## src/rtl/cpu_bus_arbiter_if.sv

```systemverilog
// Signal bundle between the two CPU requesters, the arbiter and the system bus.
// The slave modport is the arbiter's view; master is the requester/bus-model view.
interface cpu_bus_arbiter_if;
  logic        i_pa_request;
  logic [31:0] i_pa_address;
  logic        o_pa_ready;
  logic [31:0] o_pa_rdata;

  logic        i_pb_request;
  logic        i_pb_rw;
  logic [31:0] i_pb_address;
  logic [31:0] i_pb_wdata;
  logic        o_pb_ready;
  logic [31:0] o_pb_rdata;

  logic        o_bus_request;
  logic        o_bus_rw;
  logic [31:0] o_bus_address;
  logic [31:0] o_bus_wdata;
  logic        i_bus_ready;
  logic [31:0] i_bus_rdata;

  logic        o_timeout;
  logic        o_fault;

  modport slave (
    input  i_pa_request, i_pa_address,
    output o_pa_ready, o_pa_rdata,
    input  i_pb_request, i_pb_rw, i_pb_address, i_pb_wdata,
    output o_pb_ready, o_pb_rdata,
    output o_bus_request, o_bus_rw, o_bus_address, o_bus_wdata,
    input  i_bus_ready, i_bus_rdata,
    output o_timeout, o_fault
  );

  modport master (
    output i_pa_request, i_pa_address,
    input  o_pa_ready, o_pa_rdata,
    output i_pb_request, i_pb_rw, i_pb_address, i_pb_wdata,
    input  o_pb_ready, o_pb_rdata,
    input  o_bus_request, o_bus_rw, o_bus_address, o_bus_wdata,
    output i_bus_ready, i_bus_rdata,
    input  o_timeout, o_fault
  );
endinterface

```

## src/rtl/cpu_bus_arbiter.sv

```systemverilog
// Round-robin arbiter sharing the CPU memory bus between instruction fetch (A)
// and data load/store (B), with a release cycle after every transfer and a bus watchdog.
module cpu_bus_arbiter #(
  parameter int TIMEOUT = 1023,
  parameter int TW      = 10
) (
  input  logic            i_clock,
  input  logic            i_reset,
  cpu_bus_arbiter_if.slave bus
);

  typedef enum logic [1:0] {
    IDLE    = 2'd0,
    GRANT_A = 2'd1,
    GRANT_B = 2'd2,
    RELEASE = 2'd3
  } state_e;

  localparam logic          PORT_A    = 1'b0;
  localparam logic          PORT_B    = 1'b1;
  localparam logic          WD_ENABLE = (TIMEOUT != 0);
  localparam logic [TW-1:0] WD_LAST   = TW'(TIMEOUT - 1);
  localparam logic [TW-1:0] WD_ONE    = TW'(1);
  localparam logic [TW-1:0] WD_ZERO   = TW'(0);

  state_e        state_r;
  state_e        next_state_s;
  logic          last_grant_r;
  logic          next_last_grant_s;
  logic [TW-1:0] wd_count_r;
  logic [TW-1:0] next_wd_count_s;
  logic          fault_r;
  logic          next_fault_s;

  logic          grant_a_s;
  logic          grant_b_s;
  logic          port_req_s;
  logic          wd_fire_s;
  logic          bus_request_s;
  logic          done_s;
  logic [31:0]   rdata_s;
  logic          timeout_s;

  assign grant_a_s  = (state_r == GRANT_A);
  assign grant_b_s  = (state_r == GRANT_B);
  assign port_req_s = grant_b_s ? bus.i_pb_request : bus.i_pa_request;
  assign wd_fire_s  = WD_ENABLE && (wd_count_r == WD_LAST);

  // State, grant history, watchdog counter and sticky fault registers.
  always_ff @(posedge i_clock) begin
    if (i_reset) begin
      state_r      <= IDLE;
      last_grant_r <= PORT_B;
      wd_count_r   <= WD_ZERO;
      fault_r      <= 1'b0;
    end else begin
      state_r      <= next_state_s;
      last_grant_r <= next_last_grant_s;
      wd_count_r   <= next_wd_count_s;
      fault_r      <= next_fault_s;
    end
  end

  // Next-state logic: arbitration, completion, abort and watchdog expiry.
  always_comb begin
    next_state_s      = state_r;
    next_last_grant_s = last_grant_r;
    next_wd_count_s   = wd_count_r;
    next_fault_s      = fault_r;
    bus_request_s     = 1'b0;
    done_s            = 1'b0;
    rdata_s           = 32'h0000_0000;
    timeout_s         = 1'b0;

    case (state_r)
      IDLE: begin
        // On a tie the port that did not win last time goes next.
        if (bus.i_pa_request && (!bus.i_pb_request || (last_grant_r == PORT_B))) begin
          next_state_s      = GRANT_A;
          next_last_grant_s = PORT_A;
          next_wd_count_s   = WD_ZERO;
        end else if (bus.i_pb_request) begin
          next_state_s      = GRANT_B;
          next_last_grant_s = PORT_B;
          next_wd_count_s   = WD_ZERO;
        end else begin
          next_state_s      = IDLE;
        end
      end

      GRANT_A, GRANT_B: begin
        bus_request_s = port_req_s;
        if (!port_req_s) begin
          next_state_s = RELEASE;
        end else if (bus.i_bus_ready) begin
          done_s       = 1'b1;
          rdata_s      = bus.i_bus_rdata;
          next_state_s = RELEASE;
        end else if (wd_fire_s) begin
          done_s       = 1'b1;
          timeout_s    = 1'b1;
          next_fault_s = 1'b1;
          next_state_s = RELEASE;
        end else begin
          next_wd_count_s = wd_count_r + WD_ONE;
        end
      end

      RELEASE: begin
        next_state_s = IDLE;
      end

      default: begin
        next_state_s = IDLE;
      end
    endcase
  end

  // Output steering; reset forces every output low in the same cycle.
  always_comb begin
    if (i_reset) begin
      bus.o_bus_request = 1'b0;
      bus.o_bus_rw      = 1'b0;
      bus.o_bus_address = 32'h0000_0000;
      bus.o_bus_wdata   = 32'h0000_0000;
      bus.o_pa_ready    = 1'b0;
      bus.o_pa_rdata    = 32'h0000_0000;
      bus.o_pb_ready    = 1'b0;
      bus.o_pb_rdata    = 32'h0000_0000;
      bus.o_timeout     = 1'b0;
      bus.o_fault       = 1'b0;
    end else begin
      bus.o_bus_request = bus_request_s;
      bus.o_bus_rw      = grant_b_s ? bus.i_pb_rw : 1'b0;
      bus.o_bus_address = grant_b_s ? bus.i_pb_address :
                          (grant_a_s ? bus.i_pa_address : 32'h0000_0000);
      bus.o_bus_wdata   = grant_b_s ? bus.i_pb_wdata : 32'h0000_0000;
      bus.o_pa_ready    = done_s & grant_a_s;
      bus.o_pa_rdata    = (done_s & grant_a_s) ? rdata_s : 32'h0000_0000;
      bus.o_pb_ready    = done_s & grant_b_s;
      bus.o_pb_rdata    = (done_s & grant_b_s) ? rdata_s : 32'h0000_0000;
      bus.o_timeout     = timeout_s;
      bus.o_fault       = fault_r;
    end
  end

endmodule
```

## src/flat_wrapper.sv

```systemverilog
// flat-port wrapper written by rule: the top's interface ports become plain ports
module cpu_bus_arbiter_flat 
#(
  parameter int TIMEOUT = 1023,
  parameter int TW      = 10
)
  (i_clock, i_reset, bus_i_pa_request, bus_i_pa_address, bus_o_pa_ready, bus_o_pa_rdata, bus_i_pb_request, bus_i_pb_rw, bus_i_pb_address, bus_i_pb_wdata, bus_o_pb_ready, bus_o_pb_rdata, bus_o_bus_request, bus_o_bus_rw, bus_o_bus_address, bus_o_bus_wdata, bus_i_bus_ready, bus_i_bus_rdata, bus_o_timeout, bus_o_fault);
  cpu_bus_arbiter_if bus_i ();
  input  logic i_clock;
  input  logic i_reset;
  input wire logic [$bits(bus_i.i_pa_request)-1:0] bus_i_pa_request;
  input wire logic [$bits(bus_i.i_pa_address)-1:0] bus_i_pa_address;
  output wire logic [$bits(bus_i.o_pa_ready)-1:0] bus_o_pa_ready;
  output wire logic [$bits(bus_i.o_pa_rdata)-1:0] bus_o_pa_rdata;
  input wire logic [$bits(bus_i.i_pb_request)-1:0] bus_i_pb_request;
  input wire logic [$bits(bus_i.i_pb_rw)-1:0] bus_i_pb_rw;
  input wire logic [$bits(bus_i.i_pb_address)-1:0] bus_i_pb_address;
  input wire logic [$bits(bus_i.i_pb_wdata)-1:0] bus_i_pb_wdata;
  output wire logic [$bits(bus_i.o_pb_ready)-1:0] bus_o_pb_ready;
  output wire logic [$bits(bus_i.o_pb_rdata)-1:0] bus_o_pb_rdata;
  output wire logic [$bits(bus_i.o_bus_request)-1:0] bus_o_bus_request;
  output wire logic [$bits(bus_i.o_bus_rw)-1:0] bus_o_bus_rw;
  output wire logic [$bits(bus_i.o_bus_address)-1:0] bus_o_bus_address;
  output wire logic [$bits(bus_i.o_bus_wdata)-1:0] bus_o_bus_wdata;
  input wire logic [$bits(bus_i.i_bus_ready)-1:0] bus_i_bus_ready;
  input wire logic [$bits(bus_i.i_bus_rdata)-1:0] bus_i_bus_rdata;
  output wire logic [$bits(bus_i.o_timeout)-1:0] bus_o_timeout;
  output wire logic [$bits(bus_i.o_fault)-1:0] bus_o_fault;
  assign bus_i.i_pa_request = bus_i_pa_request;
  assign bus_i.i_pa_address = bus_i_pa_address;
  assign bus_o_pa_ready = bus_i.o_pa_ready;
  assign bus_o_pa_rdata = bus_i.o_pa_rdata;
  assign bus_i.i_pb_request = bus_i_pb_request;
  assign bus_i.i_pb_rw = bus_i_pb_rw;
  assign bus_i.i_pb_address = bus_i_pb_address;
  assign bus_i.i_pb_wdata = bus_i_pb_wdata;
  assign bus_o_pb_ready = bus_i.o_pb_ready;
  assign bus_o_pb_rdata = bus_i.o_pb_rdata;
  assign bus_o_bus_request = bus_i.o_bus_request;
  assign bus_o_bus_rw = bus_i.o_bus_rw;
  assign bus_o_bus_address = bus_i.o_bus_address;
  assign bus_o_bus_wdata = bus_i.o_bus_wdata;
  assign bus_i.i_bus_ready = bus_i_bus_ready;
  assign bus_i.i_bus_rdata = bus_i_bus_rdata;
  assign bus_o_timeout = bus_i.o_timeout;
  assign bus_o_fault = bus_i.o_fault;
  cpu_bus_arbiter #(.TIMEOUT(TIMEOUT), .TW(TW)) u_core (.i_clock(i_clock), .i_reset(i_reset), .bus(bus_i));
endmodule
```

## config.mk

```make
export PLATFORM = sky130hd
export DESIGN_NAME = cpu_bus_arbiter_flat
export DESIGN_NICKNAME = d
export VERILOG_FILES = /design/src/rtl/cpu_bus_arbiter_if.sv /design/src/rtl/cpu_bus_arbiter.sv /design/src/flat_wrapper.sv
export SDC_FILE = /design/constraint.sdc
export NUM_CORES = 1
export LEC_CHECK = 0
export CAP_MARGIN = 20
export CORE_AREA = 2 2 103 105
export CTS_CLUSTER_SIZE = 25
export DETAILED_ROUTE_END_ITERATION = 12
export DIE_AREA = 0 0 105 107
export PLACE_DENSITY = 0.64
export SYNTH_ARGS = -nofsm -noshare
export SYNTH_HDL_FRONTEND = slang
export SYNTH_SLANG_ARGS = --single-unit
export TNS_END_PERCENT = 50
```

## constraint.sdc

```tcl
create_clock -name i_clock -period 4 [get_ports i_clock]
set_input_delay 0.8 -clock i_clock [delete_from_list [all_inputs] [get_ports i_clock]]
set_output_delay 0.8 -clock i_clock [all_outputs]
set_load 0.02 [all_outputs]
```

==> metrics, run 1 <==
r2r startpoint=u_core.state_r[0]$_SDFFE_PP0P_; Core Footprint=0.0101 mm^2; clk sinks=14; P_leak=2.00 nW; Worst-Margin Slew=522 ps; top area cells in the synthesized netlist=and3_1 (19%), a22o_1 (14%), dfxtp_1 (14%), and2_1 (10%), ha_1 (4.4%); clk_skew=3.46 ps; worst hold path startpoint=u_core.wd_count_r[7]$_SDFFE_PP0P_; wire length of the first global-routing pass=17.0 mm; CTS Buffer Depth=2; clock slew at reported path FFs=60 ps; Setup WS pre-CTS=214 ps; Setup violations, final=0; Switching Fraction=42.8%; maximum VDD drop=0.204 mV; syn avg cell area=7.54 um^2; DR pass1 iterations=4; Worst path slowest cell=clkdlybuf4s50_1; Synth async-reset ratio=0%; EDFF count, synth=0; cell taking the most area after synthesis=and3_1; Critical Path Fanout Max=32; most used cell, CP=clkdlybuf4s50_1; Seq/Total Area, Yosys=14.0%; CTS tree=done; final wirelength=12.0 mm; DIE AREA=0.0112 mm^2; proportion of netlist area held by the largest area contributor=19.4%; chip width=105 um; Wirelength per Cell=18.3 um; worst hold path type=register to register; setup TNS=0 ps; TritonCTS Buffers=3; CTS Hold Bufs=0; DR vias=3053; Post-Syn Nets=407; gp weighted congestion=0.855; CP delay by family, top=buffers and inverters; Worst EP arrival=2980 ps; clock power share=12.6%; RSZ-0062 raised after global routing=false; post_cts resized=0; Antenna Nets Post-Route=0; sequential power share=15.3%; critical path type=primary input to output pin; Worst-Skew Late Latency=240 ps; Tmin final=3780 ps; internal power=632 uW; Final period util=94.4%; DRC viols=0; max_cap viols=0; Synth-to-Final Area Change=145%; initial DRC count=141; number of core rows=37; Starting Density=19.9%; share of cells above drive strength 1=7.35%; Post-Syn Instances=266; crit path buf inv count=3; CTS H-tree lvls=1; Critical path origin=bus_i_pb_request; Via-to-Cell Ratio=4.68; Final Hold Fails=0; CTS root buf=clkbuf_8; vias in the first global route=2904; critical path capture point type=output pin; antenna violations before repair=0; CP required=3200 ps; Gate power share=72.1%; synthesized area=0.00200 mm^2; CP Launch Type=primary input; # diodes=0; post-CTS setup buffer count=0; Buffers on Ports=267; Pins Over Slew Limit=0; setup ws final=223 ps; Ports=268; synthesized flop and latch total=14; max_slew headroom=65.2%; status=complete, no violations; ys flop type=dfxtp_1; grt ovf=0; CP Cell Sequence=clkdlybuf4s50_1 > mux2_4 > nand2_2 > nor3b_4 > buf_12 > and3_2 > clkdlybuf4s50_1; P_sw=473 uW; yosys warns=0; Final nets=659; Synth cell types=49; GRT Util Overall=19.3%; PwrDens=225 mW/mm^2; fmax=265 MHz; slowest stage delay, CP=600 ps; dpl hpwl=9.91 mm; largest net degree at the start of global routing=66; Die Height=107 um
==> registers in the layout, indices dropped and copies added, names as in the netlist <==
| signal | cells |
|---|---|
| u_core.wd_count_r | 10 |
| u_core.state_r | 2 |
| u_core.fault_r | 1 |
| u_core.last_grant_r | 1 |
==> worst paths after layout <==
check                                                         end  slack [ps]  cells past startpoint
worst max-delay path                            bus_o_pb_rdata[1]         220                      7
worst min-delay path            u_core.wd_count_r[7]$_SDFFE_PP0P_         500                      2
worst max register to register  u_core.wd_count_r[3]$_SDFFE_PP0P_        1820                      6
worst min register to register  u_core.wd_count_r[7]$_SDFFE_PP0P_         500                      2
==> per-stage QoR <==
stage	hold WS [ps]	std cells	util (%)	area [um^2]	power, mW
6_report	499	653	48.7	4920	1.11
5_1_grt	528	653	48.7	4920	1.18
4_1_cts	505	653	48.7	4920	1.11
3_5_place_dp	495	649	48.2	4860	0.965
3_3_place_gp	483	649	48.2	4860	0.961
2_1_floorplan	456	266	-	2000	0.595
==> synth_stat cells (4+ instances only) <==
library cell	n
nand2b_1	4
nand2_1	7
dfxtp_1	14
a31oi_1	4
or4_1	6
a22o_1	32
nand4_1	4
o31ai_1	5
and3_1	62
inv_1	6
and2_1	33
nand3_1	5
clkbuf_1	16
ha_1	7
a21oi_1	9
==> power by group through the flow <==
stage                     registers (mW)  clock network [mW]  logic [mW]
after global placement             0.171                   0       0.790
after floorplan                    0.168                   0       0.427
after detailed placement           0.173                   0       0.792
after CTS                          0.169               0.144       0.798
final                              0.169               0.140       0.797
after global routing               0.173               0.150       0.854
==> cells by family after synthesis <==
family	synth area share, %
adders and majority gates	4.37
buffers and inverters	8.30
AOI/OAI and AO/OA	24.2
DFF	14.0
muxes	1.75
and+or+nand+nor	47.4
==> final cells by class <==
| class | count | area [um^2] |
|---|---|---|
| Fill cell | 997 | 5180 |
| Timing Repair Buffer | 274 | 2830 |
| Multi-Input combinational cell | 219 | 1560 |
| Sequential cell | 14 | 280 |
| Tap cell | 136 | 170 |
| Clock buffer | 4 | 55.1 |
| Inverter | 6 | 22.5 |
==> metal layers <==
layer	vias up	part of all wire [%]	track usage (%)	wire length (um)
met5	-	0	0	0
met4	0	0.23	1.71	27
met3	2	13	9.97	1510
met2	141	48	33.8	5700
met1	1409	40	21.6	4730
li1	1501	-	-	-
==> worst reg2reg max path, cell delays in order, from the launching register on <==
cell,delay [ps]
dfxtp_1,380
inv_1,100
ha_1,460
a21oi_2,270
o211ai_2,240
or4_1,520
a21oi_1,140
==> cell usage in the layout, fill, tap and decap left out, types with 5 or more instances in the layout <==
| master | synthesis | routed |
|---|---|---|
| a22o_1 | 32 | 32 |
| dfxtp_1 | 14 | 14 |
| buf_4 | 1 | 6 |
| inv_1 | 6 | 6 |
| or4_1 | 6 | 6 |
| nand3_1 | 5 | 5 |
| buf_12 | 0 | 10 |
| clkdlybuf4s50_1 | 0 | 258 |
| nand2_1 | 7 | 7 |
| and3_1 | 62 | 62 |
| a21oi_1 | 9 | 9 |
| and2_1 | 33 | 33 |
| o31ai_1 | 5 | 5 |
| ha_1 | 7 | 7 |
Power figures use the tool's default switching activity.
==> run 2: changes to the inputs <==
--- a/config.mk
+++ b/config.mk
@@ -7,9 +7,9 @@
 export LEC_CHECK = 0
 export CAP_MARGIN = 20
-export CORE_AREA = 2 2 103 105
+export CORE_AREA = 4 4 102 104
 export CTS_CLUSTER_SIZE = 25
 export DETAILED_ROUTE_END_ITERATION = 12
-export DIE_AREA = 0 0 105 107
-export PLACE_DENSITY = 0.64
+export DIE_AREA = 0 0 106 108
+export PLACE_DENSITY = 0.67
 export SYNTH_ARGS = -nofsm -noshare
 export SYNTH_HDL_FRONTEND = slang
==> constraint.sdc (replaced) <==
create_clock -name i_clock -period 4 [get_ports i_clock]
set_input_delay 0.4 -clock i_clock [delete_from_list [all_inputs] [get_ports i_clock]]
set_output_delay 0.4 -clock i_clock [all_outputs]
set_load 0.02 [all_outputs]
==> run 2 against run 1 <==
Clock power decreased by 16%. Sequential share of layout area is 0.14 points higher. Maximum frequency increased by 19%. Critical path depth did not move. Sequential power about the same. Die area up 1.9%. Worst setup slack improved by 600 ps. Global-route usage decreased by 1.4 points. Highest routed layer unchanged. Total power shrank 3.8%. Non-clock buffer count unchanged. Combinational power is 2% lower.
==> metrics, run 2 (same netlist as run 1, synthesis figures left out) <==
status=complete, no violations; Worst-Margin Slew=491 ps; RSZ-0062 raised after global routing=false; critical path capture point type=output pin; top routing layer in use=met4; R2R depth=6; Critical Path Fanout Max=33; Final nets=659; Worst-Skew Late Latency=250 ps; Gate power share=73.1%; setup TNS=0 ps; WHS Path Cells=2; vias in the first global route=2972; Final period util=79.4%; Antenna Nets Post-Route=0; worst hold path type=register to register; clk_skew=2.81 ps; wire length on met1=4.35 mm; critical path type=register to output pin; post_cts resized=0; Worst EP arrival=2780 ps; met2 routed WL=5.63 mm; Setup violations, final=0; most common cell after layout, fill and taps aside=clkdlybuf4s50_1; most frequent cells in the layout=clkdlybuf4s50_1 (267), and3_1 (62), and2_1 (33); share of cells above drive strength 1=5.43%; Buffers on Ports=267; number of core rows=36; largest net degree at the start of global routing=65; worst hold path startpoint=u_core.wd_count_r[9]$_SDFFE_PP0P_; dpl hpwl=9.59 mm; max_cap viols=0; P_leak=1.95 nW; CTS Hold Bufs=0; clock power share=11.0%; internal power=599 uW; CTS root buf=clkbuf_8; Wirelength per Cell=17.7 um; CTS tree=done; Final Non-Filler Cells=650; Via-to-Cell Ratio=4.65; initial DRC count=110; setup ws final=825 ps; met3 WL=1.34 mm; Largest regs=u_core.wd_count_r: 10 flops, u_core.state_r: 2 flops; Tmin final=3180 ps; chip width=106 um; max_slew headroom=67.2%; DRC viols=0; CP Launch Type=register; DR pass1 iterations=4; R2R Setup Slk=1770 ps; wire length of the first global-routing pass=16.4 mm; clock slew at reported path FFs=60 ps; Final Hold Fails=0; Core Footprint=0.00955 mm^2; Synth-to-Final Area Change=139%; grt ovf=0; number of cells after detailed placement=646; clk sinks=14; Reg with most FFs=u_core.wd_count_r; PwrDens=222 mW/mm^2; post-CTS setup buffer count=0; Die Height=108 um; Worst Hold End=u_core.wd_count_r[9]$_SDFFE_PP0P_; TritonCTS Buffers=3; r2r endpoint=u_core.wd_count_r[3]$_SDFFE_PP0P_; antenna violations before repair=1; Pins Over Slew Limit=0; fmax=315 MHz; r2r startpoint=u_core.state_r[0]$_SDFFE_PP0P_; DIE AREA=0.0114 mm^2; final core occ=50.2%; Starting Density=21.0%; GRT Util Overall=17.9%; Setup WS pre-CTS=868 ps; CP required=3600 ps; DR vias=3023; Ports=268; CTS Buffer Depth=2; gp weighted congestion=0.800; max FFs per register=10; post-route cell area=0.00480 mm^2; final wirelength=11.5 mm; sequential power share=15.9%; Switching Fraction=43.7%; P_sw=465 uW; maximum VDD drop=0.128 mV; placed cell area=0.00475 mm^2; CTS H-tree lvls=1
[run 2: how the worst max path moves through the flow]
stage | from | end | cells past startpoint
2_1_floorplan | u_core.state_r[0]$_SDFFE_PP0P_ | bus_o_pa_rdata[22] | 7
3_3_place_gp | i_reset | bus_o_pb_rdata[1] | 6
3_5_place_dp | i_reset | bus_o_pb_rdata[31] | 6
4_1_cts | u_core.state_r[0]$_SDFFE_PP0P_ | bus_o_pa_rdata[29] | 7
5_1_grt | u_core.state_r[1]$_SDFFE_PP0P_ | bus_o_pb_rdata[31] | 7
6_report | u_core.state_r[0]$_SDFFE_PP0P_ | bus_o_pa_rdata[29] | 7
[run 2: final cells by class]
type                    count  area [um^2]
repair buffers            274         2730
well taps                 133          166
inverters                   6         22.5
fillers                   921         4750
clock buffers               3         41.3
flip-flops and latches     14          280
diodes                      1         2.50
multi-input cells         219         1560
[run 2: routing by layer]
layer	global-route usage, %	up-vias
li1	-	1501
met1	19.6	1358
met2	32.2	155
met3	8.06	9
met4	3.33	0
met5	0	-
[run 2: through the flow]
stage / total power, mW / hold WS [ps]
detailed placement: 0.947 / 492
finish: 1.06 / 501
global placement: 0.945 / 481
global route: 1.14 / 527
floorplan: 0.595 / 456
CTS: 1.07 / 500
[run 2: power by group through the flow]
stage	combinational (mW)	clock, mW	sequential, mW
2_1_floorplan	0.427	0	0.168
5_1_grt	0.839	0.129	0.173
4_1_cts	0.782	0.117	0.169
6_report	0.778	0.117	0.169
3_3_place_gp	0.774	0	0.171
3_5_place_dp	0.775	0	0.172
[run 2: critical path: stages, from the launching register on]
cell and delay (ps):
dfxtp_1 380, inv_1 100, ha_1 530, nand2_2 190, nor3_4 190, buf_4 280
and3_1 190, clkdlybuf4s50_1 640
==> run 3: changes to the inputs <==
- CORE_AREA: 4 4 102 104 -> 4 4 101 103
- DIE_AREA: 0 0 106 108 -> 0 0 105 107
- PLACE_DENSITY: 0.67 -> 0.68
- clock period: 4 -> 2.95 ns (I/O delays scaled with it)
==> run 3 against run 2 <==
Critical path depth unchanged. Sequential share of layout area is 0.26 points lower. Routed wire length increased by 15%. Highest routed layer unchanged.
==> metrics, run 3 (same netlist as run 1, synthesis figures left out) <==
Final nets=661; setup TNS=0 ps; max FFs per register=10; Switching Fraction=43.8%; Wirelength per Cell=20.9 um; Gate power share=74.4%; Worst-Margin Slew=613 ps; most common cell after layout, fill and taps aside=clkdlybuf4s50_1; largest net degree at the start of global routing=66; dpl hpwl=10.8 mm; PwrDens=302 mW/mm^2; clk_skew=0.578 ps; clock slew at reported path FFs=60 ps; grt ovf=0; Buffers on Ports=267; # fillers=831; Critical Path Fanout Max=13; R2R Setup Slk=680 ps; fmax=360 MHz; post_cts resized=0; post-route cell area=0.00502 mm^2; Pins Over Slew Limit=0; clk sinks=14; antenna violations before repair=1; number of core rows=35; critical path capture point type=output pin; RSZ-0062 raised after global routing=false; Reg with most FFs=u_core.wd_count_r; CP required=2650 ps; DRC viols=0; max_cap viols=0; WHS Path Cells=2; CTS tree=done; share of cells above drive strength 1=8.49%; Ports=268; r2r startpoint=u_core.state_r[0]$_SDFFE_PP0P_; r2r endpoint=u_core.wd_count_r[3]$_SDFFE_PP0P_; placed cell area=0.00483 mm^2; DR pass1 iterations=5; worst hold path type=register to register; R2R depth=7; Worst-Skew Late Latency=240 ps; Antenna Nets Post-Route=0; CTS root buf=clkbuf_8; Die Height=107 um; P_leak=3.07 nW; post-CTS setup buffer count=0; maximum VDD drop=0.229 mV; multi-input logic area=0.00156 mm^2; most frequent cells in the layout=clkdlybuf4s50_1 (197), and3_1 (62), dlymetal6s2s_1 (56); status=complete, no violations; chip width=105 um; Setup violations, final=0; max_slew headroom=59.1%; initial DRC count=188; register area=280 um^2; Tmin final=2780 ps; Worst Hold End=u_core.wd_count_r[9]$_SDFFE_PP0P_; TritonCTS Buffers=3; P_sw=663 uW; Via-to-Cell Ratio=4.92; CP Launch Type=register; Largest regs=u_core.wd_count_r: 10 flops, u_core.state_r: 2 flops; worst hold path startpoint=u_core.wd_count_r[9]$_SDFFE_PP0P_; Starting Density=21.8%; internal power=852 uW; Design Power=1.52 mW; clock power share=10.5%; Synth-to-Final Area Change=150%; sequential power share=15.2%; wire length of the first global-routing pass=18.4 mm; final wirelength=13.2 mm; DIE AREA=0.0112 mm^2; Core Footprint=0.00920 mm^2; Final period util=94.1%; GRT Util Overall=21.1%; vias in the first global route=2982; DR vias=3102; Worst EP arrival=2480 ps; Final Hold Fails=0; gp weighted congestion=0.879; critical path type=register to output pin; CTS H-tree lvls=1; CTS Buffer Depth=2; CTS Hold Bufs=0
==> run 3: area by class of cell <==
class / instances / area share (%)
multi-input cells: 219 / 31.1
well taps: 111 / 2.77
clock buffers: 3 / 0.823
repair buffers: 276 / 59.2
flip-flops and latches: 14 / 5.58
inverters: 6 / 0.449
diodes: 1 / 0.0499
==> run 3: power groups by stage <==
stage | registers [mW] | clock network [mW] | logic, mW
2_1_floorplan | 0.228 | 0 | 0.578
3_3_place_gp | 0.232 | 0 | 1.11
3_5_place_dp | 0.233 | 0 | 1.12
4_1_cts | 0.229 | 0.162 | 1.13
5_1_grt | 0.233 | 0.176 | 1.21
6_report | 0.230 | 0.158 | 1.13
==> run 3: worst max-delay path, cell delays in order (launching register included) <==
cell and delay (ps):
dfxtp_1 380, inv_1 100, ha_1 260, mux2_4 280, nand2_2 130, nor3b_4 220, buf_4 230, clkdlybuf4s50_1 640
==> run 3: worst max-delay path by stage <==
stage	start	to	slack (ps)	cells after the start
after floorplan	u_core.state_r[0]$_SDFFE_PP0P_	bus_o_pa_rdata[22]	890	7
after global placement	bus_i_pa_request	bus_o_pb_rdata[5]	250	7
after detailed placement	bus_i_pa_request	bus_o_pb_rdata[15]	220	7
after CTS	u_core.state_r[0]$_SDFFE_PP0P_	bus_o_pb_rdata[15]	30	8
after global routing	u_core.state_r[0]$_SDFFE_PP0P_	bus_o_timeout	20	6
final	u_core.state_r[0]$_SDFFE_PP0P_	bus_o_pb_ready	170	7
==> run 3: metrics by stage <==
step | setup slack [ps] | std cells | hold slack [ps] | util, %
floorplan | 890 | 266 | 456 | -
global placement | 252 | 626 | 483 | 52.5
detailed placement | 219 | 626 | 491 | 52.5
CTS | 33.0 | 629 | 499 | 53.0
global route | 21.5 | 630 | 552 | 54.6
finish | 174 | 630 | 503 | 54.6
==> run 3: per-layer routing <==
metal	share of wire, %	global-route usage [%]	vias to the layer above
met5	0	0	-
met4	1.7	4.50	0
met3	12	11.1	16
met2	46	34.9	187
met1	40	24.1	1391
li1	-	-	1508
